<file path="config.mk">
export PLATFORM = sky130hd
export DESIGN_NAME = inst_fetch
export DESIGN_NICKNAME = d
export VERILOG_FILES = /design/src/rtl/inst_fetch.sv
export SDC_FILE = /design/constraint.sdc
export NUM_CORES = 1
export LEC_CHECK = 0
export ABC_AREA = 0
export CORE_AREA = 2 2 114 116
export DETAILED_ROUTE_END_ITERATION = 10
export DIE_AREA = 0 0 116 118
export DONT_BUFFER_PORTS = 1
export GPL_TIMING_DRIVEN = 1
export PLACE_DENSITY = 0.8
export SLEW_MARGIN = 20
export SYNTH_ARGS = -nofsm -noshare
export SYNTH_HDL_FRONTEND = slang
export SYNTH_SLANG_ARGS = --single-unit
</file>
<file path="constraint.sdc">
create_clock -name clk_in -period 10.6 [get_ports clk_in]
set_clock_uncertainty 0.05 [all_clocks]
set_input_delay 2.12 -clock clk_in [delete_from_list [all_inputs] [get_ports clk_in]]
set_output_delay 2.12 -clock clk_in [all_outputs]
set_load 0.05 [all_outputs]
</file>
<file path="src/rtl/inst_fetch.sv">
// Byte-serial instruction fetch: four single-byte reads assemble one little-endian word.
// Optional 32-entry direct-mapped instruction cache under INST_FETCH_ICACHE_EN.
module inst_fetch (
  input  logic        clk_in,
  input  logic        rst_in,
  input  logic        rdy_in,
  input  logic        br_in,
  input  logic [31:0] br_target_in,
  input  logic        stall_in,
  input  logic        mem_busy_in,
  input  logic [7:0]  mem_din,
  output logic [31:0] mem_a_out,
  output logic        mem_rd_out,
  output logic [31:0] if_inst_pc,
  output logic [31:0] if_inst,
  output logic        busy_out
);

  typedef enum logic [2:0] {F0, F1, F2, F3, R3, HOLD} state_t;

  state_t      state, state_eff, state_nxt;
  logic        rdy_q;
  logic [31:0] pc;
  logic [7:0]  b0, b1, b2;
  logic [31:0] buf_inst;
  logic [31:0] inst_asm;
  logic [31:0] present_inst;
  logic        present;
  logic        to_hold;
  logic        ic_hit;
  logic [31:0] ic_rdata;
  logic [1:0]  a_off;

  assign inst_asm = {mem_din, b2, b1, b0};

  // A byte requested just before a freeze is lost, so the fetch restarts from F0.
  always_comb begin
    state_eff = state;
    if (!rdy_q && (state == F1 || state == F2 || state == F3 || state == R3))
      state_eff = F0;
  end

`ifdef INST_FETCH_ICACHE_EN
  logic [31:0] ic_data [32];
  logic [24:0] ic_tag  [32];
  logic [31:0] ic_vld;
  logic [4:0]  ic_idx;
  logic        ic_fill;

  assign ic_idx   = pc[6:2];
  assign ic_hit   = ic_vld[ic_idx] && (ic_tag[ic_idx] == pc[31:7]);
  assign ic_rdata = ic_data[ic_idx];
  assign ic_fill  = rdy_in && !br_in && (state_eff == R3);

  always_ff @(posedge clk_in or posedge rst_in) begin
    if (rst_in)
      ic_vld <= '0;
    else if (ic_fill)
      ic_vld[ic_idx] <= 1'b1;
  end

  always_ff @(posedge clk_in) begin
    if (ic_fill) begin
      ic_data[ic_idx] <= inst_asm;
      ic_tag[ic_idx]  <= pc[31:7];
    end
  end
`else
  assign ic_hit   = 1'b0;
  assign ic_rdata = '0;
`endif

  always_ff @(posedge clk_in or posedge rst_in) begin
    if (rst_in) begin
      state <= F0;
      rdy_q <= 1'b1;
    end else begin
      rdy_q <= rdy_in;
      if (rdy_in)
        state <= state_nxt;
    end
  end

  always_comb begin
    state_nxt    = state_eff;
    present      = 1'b0;
    to_hold      = 1'b0;
    present_inst = inst_asm;
    if (br_in) begin
      state_nxt = F0;
    end else begin
      case (state_eff)
        F0: begin
          if (ic_hit) begin
            present_inst = ic_rdata;
            if (stall_in) begin
              to_hold   = 1'b1;
              state_nxt = HOLD;
            end else begin
              present   = 1'b1;
              state_nxt = F0;
            end
          end else if (mem_busy_in) begin
            state_nxt = F0;
          end else begin
            state_nxt = F1;
          end
        end
        F1: state_nxt = mem_busy_in ? F0 : F2;
        F2: state_nxt = mem_busy_in ? F0 : F3;
        F3: state_nxt = mem_busy_in ? F0 : R3;
        R3: begin
          if (stall_in) begin
            to_hold   = 1'b1;
            state_nxt = HOLD;
          end else begin
            present   = 1'b1;
            state_nxt = F0;
          end
        end
        HOLD: begin
          present_inst = buf_inst;
          if (!stall_in) begin
            present   = 1'b1;
            state_nxt = F0;
          end
        end
        default: state_nxt = F0;
      endcase
    end
  end

  always_comb begin
    a_off      = 2'd0;
    mem_rd_out = 1'b0;
    case (state_eff)
      F0: mem_rd_out = !ic_hit;
      F1: begin a_off = 2'd1; mem_rd_out = 1'b1; end
      F2: begin a_off = 2'd2; mem_rd_out = 1'b1; end
      F3: begin a_off = 2'd3; mem_rd_out = 1'b1; end
      default: mem_rd_out = 1'b0;
    endcase
    if (!rdy_in || br_in || mem_busy_in)
      mem_rd_out = 1'b0;
    mem_a_out = pc + {30'd0, a_off};
  end

  always_ff @(posedge clk_in or posedge rst_in) begin
    if (rst_in) begin
      pc         <= '0;
      b0         <= '0;
      b1         <= '0;
      b2         <= '0;
      buf_inst   <= '0;
      if_inst    <= '0;
      if_inst_pc <= '0;
      busy_out   <= 1'b1;
    end else if (rdy_in) begin
      busy_out <= !present;
      if (br_in) begin
        pc <= br_target_in & 32'hFFFF_FFFC;
      end else begin
        if (present) begin
          pc         <= pc + 32'd4;
          if_inst    <= present_inst;
          if_inst_pc <= pc;
        end
        if (to_hold)
          buf_inst <= present_inst;
        case (state_eff)
          F1: b0 <= mem_din;
          F2: b1 <= mem_din;
          F3: b2 <= mem_din;
          default: ;
        endcase
      end
    end
  end

endmodule

</file>
==> Yosys cells after proc, flatten, opt, wreduce, memory -nomap -nowiden <==
Cells that the tools add are included.
{ "word_totals": {"word_cells": 62, "register_bits": 157} }
{ "classes": {"n_addsub": 2, "eq_ne": 9, "bitwise": 1, "reduce_logical": 19, "n_mux": 21} }
{ "ops": {"columns": ["operator", "n"], "rows": [
  ["32-bit two-way mux", 3],
  ["32-bit by 2-bit adder with 32-bit output", 1],
  ["32-bit by 3-bit adder with 32-bit output (second input constant)", 1],
  ["3-bit case mux with 6 select lines", 1],
  ["3-bit two-way mux", 5],
  ["3-bit AND reduction", 5],
  ["3-bit by 2-bit == test with 1-bit output (second input constant)", 4],
  ["3-bit == test (second input constant)", 3],
  ["1-bit two-way mux", 9],
  ["3-bit by 1-bit == test with 1-bit output (second input constant)", 2],
  ["2-bit case mux with 3 select lines", 1],
  ["1-bit logical OR", 5],
  ["2-bit two-way mux", 2],
  ["4-bit OR reduction", 1],
  ["1-bit zero test", 3],
  ["3-bit zero test", 1],
  ["2-bit AND reduction", 1],
  ["2-bit nonzero test", 1],
  ["2-bit OR reduction", 1],
  ["1-bit logical AND", 1],
  ["1-bit NOT", 1]
]} }

==> Logic depth before layout (Yosys ltp) <==
{ "depth": {"word_depth": 12, "mapped_depth": 8} }

==> Worst setup path before layout <==
OpenSTA, ideal clock, no wires.
{ "synth_timing": {"kind": "in2out", "start": "input br_in", "end": "output mem_rd_out", "arrival_time_ns": 3.181, "setup_slack_ns": 5.249, "n_path_buf": 1, "path_stages": 3, "cell_sequence": "clkbuf_1 nor3b_1 o21a_1"} }
{ "synth_via": {"elab_chain_cells": 3} }
{ "synth_rtl": {"columns": ["item", "line", "text"], "rows": [
  ["start, declared", "7", "input logic br_in,"],
  ["1-bit logical OR (2 in series)", "143", "if (!rdy_in || br_in || mem_busy_in)"],
  ["1-bit two-way mux", "143", null],
  ["end, declared", "13", "output logic mem_rd_out,"]
]} }
No other way between the ends.

==> Worst setup path in the final report <==
Same ends and word-level chain as after synthesis.

==> impl_metrics.ini <==
[status]
outcome = complete, no violations

[critical_path]
crit_buf_inv = 0
cp_top_family = compound AO/OA/AOI/OAI gates
crit_path_top_delay_cell = o21a_1
crit_required_ps = 8430
arrival_ps = 3150
path_max_fanout = 57
cp-end-kind = output pin
cp_slowest_stage_delay_ps = 540
start_kind = input pin
worstPathCellList = nor3b_1 > o21a_1
path_class = input pin to output pin

[logic_synthesis]
synthDistinctLibCells = 63
synth_top_area_share_pct = 51.6
avgSynthCellArea_sq_um = 10.9
ys_seq_area_share_pct = 52.3
syn_area_sq_um = 7320
netlist_instances = 669
ys_ff_latch = 153
ys_warn_count = 0
synth_area_leaders = dfrtp_1 (52%), mux2_2 (13%), mux2i_1 (4.6%), a21oi_1 (3.7%), nor2_1 (3.1%)
synth-edff-count = 0
async_reset_ff_share_pct = 100
synth_top_area_cell = dfrtp_1
ys_dominant_reg_cell = dfrtp_1

[clock_tree]
cts-hold-fix-buffers = 0
cts_resized = 0
h-tree-depth = 4
clkTransAtPathRegs_ps = 70
clock_latency_ps = 420
post_cts_buffers = 0
cts_root_buffer = clkbuf_16
cts_buffers = 17
clock_path_buffers = 2
cts_tree = yes
cts_sinks = 153

[timing]
finalSetupViolations = 0
fin_crit_ps = 5320
rsz0062_at_grt = no
timing.slew.headroom_pct = 19.6
fin_tns_setup_ps = 0
hold_viol = 0
timing.fmax_ghz = 0.188
fin_crit_sh_pct = 50.2
tightest_slew_ps = 1200
slew_violations = 0

[die]
num_rows = 41
ios = 144
chipHeight_microns = 118
design.die.area_sq_um = 13700
die_x_microns = 116
coreArea_sq_um = 12400
initial_utilization_pct = 59.0

[layout]
syn_to_final_growth_pct = 7.48
finalNetCount = 680
final_util_pct = 63.4
fillerInstances = 988
diodes = 0
drive_gt1_share_pct = 21.9

[global_route]
grt_pass1_wl_microns = 26400
grt_pass1_vias = 5061
antenna_found_initial = 0
grt_max_degree = 82
grt_overflow = 0
grt_usage_pct = 24.9

[placed_design]
port_buffers = 0
gp_congestion = 0.825
dp.final_hpwl_microns = 10900

[flow_run]
maxCapViolCount = 0

[worst_hold_path]
hp-class = flop to flop

[power_and_ir_drop]
ir_drop_mv = 0.107
power_leakage_nw = 3.80
power.density_nw_per_um2 = 188
fin_total_pwr_w = 0.00148

[route]
drc_errors = 0
postRouteAntennaNets = 0
vias = 5084
wl_per_cell_microns = 20.1
drt-total-wl_microns = 16500
vias_per_cell = 6.22
first_pass_iters = 7
drt-initial-drc-count = 615
## cells in the final DEF, fill, tap and decap left out, types with 4 or more instances in the layout
cell type and count:
buf_4 6, mux2_2 83, xnor2_1 12, mux2i_1 34, o21ai_0 25, dfrtp_1 151, nand4_1 11, a2bb2oi_1 6
nor2_1 61, nor3b_1 4, and3_1 8, inv_1 10, nor4_1 6, o22a_1 4, nand3_1 30, nand2_1 34
o21a_1 4, nor3_1 6, clkbuf_16 17, a21oi_1 54, inv_6 6
## power breakdown
group / switching (W) / leakage, nW / internal, W
Sequential: 0.000139 / 2.01 / 0.000627
Combinational: 0.0000990 / 1.51 / 0.0000536
Clock: 0.000251 / 0.277 / 0.000312
## sequential cells by signal, indices dropped and copies added, names as in the netlist
register and cells:
if_inst_pc 30, rdy_q 1, b0 8, b2 8
buf_inst 32, state 3, b1 8, if_inst 32
pc 30, busy_out 1
## cell families (layout without fill, tap and decap cells)
family,count (synthesis),count (layout),synth area share [%]
AND/OR/NAND/NOR,180,180,12.3
flip-flops,153,153,52.3
AO/OA/AOI/OAI,122,122,10.3
multiplexers,120,120,17.9
buffers and inverters,76,50,4.99
XOR/XNOR,15,15,1.79
adder cells (fa/ha/maj),2,2,0.342
other,1,3,0.0512
## synthesized netlist by cell type (3+ instances only)
cell / instances
and3_1: 8
dfrtp_1: 151
mux2i_1: 34
nor2_1: 61
a22oi_1: 3
mux2_1: 3
mux2_2: 83
o21ai_0: 25
a2bb2oi_1: 6
nor3_1: 6
o22a_1: 4
clkbuf_1: 35
nor2b_1: 3
nand2_1: 35
and3_2: 3
nor3b_1: 4
xnor2_1: 13
a31oi_1: 3
buf_4: 8
buf_2: 17
a21oi_1: 54
nand3_1: 30
inv_1: 11
a32oi_1: 3
nor4_1: 6
o21a_1: 4
nor2_2: 3
nand4_1: 11
## layer usage
layer	part of all wire [%]	vias to the layer above	GRT usage [%]
met5	0	-	0
met3	8.9	30	9.37
li1	-	2290	-
met1	39	2543	30.2
met4	1.8	0	7.89
met2	50	221	40.8
## cell type report
cell class | instances | area (sq um) | share of cell area [%]
clock buffer | 19 | 443 | 5.63
clock inverter | 13 | 108 | 1.37
inverter | 11 | 46.3 | 0.588
multi-input combinational | 442 | 3160 | 40.1
sequential | 153 | 3830 | 48.7
tap | 172 | 215 | 2.73
timing repair buffer | 7 | 72.6 | 0.922
## stage by stage
stage / setup slack, ps / hold WS (ps) / area (sq um) / std cells
6_report: 5280 / 436 / 7870 / 817
5_1_grt: 5260 / 470 / 7870 / 817
4_1_cts: 5300 / 439 / 7840 / 816
3_5_place_dp: 5270 / 424 / 7290 / 784
3_3_place_gp: 5290 / 417 / 7290 / 784
2_1_floorplan: 4310 / 407 / 7330 / 671
## worst paths after layout
check / from / endpoint / slack, ps / depth (start not counted)
hold reg to reg: buf_inst[0]$_DFFE_PP0P_ / buf_inst[0]$_DFFE_PP0P_ / 440 / 1
setup / recovery: br_in / mem_rd_out / 5280 / 2
max in group asynchronous: rst_in / state[0]$_DFFE_PP0P_ / 7500 / 2
hold / removal: buf_inst[0]$_DFFE_PP0P_ / buf_inst[0]$_DFFE_PP0P_ / 440 / 1
min in group asynchronous: rst_in / if_inst_pc[5]$_DFFE_PP0P_ / 1640 / 1
setup reg to reg: state[1]$_DFFE_PP0P_ / if_inst_pc[20]$_DFFE_PP0P_ / 7650 / 6
(Power assumes the default switching activity.)
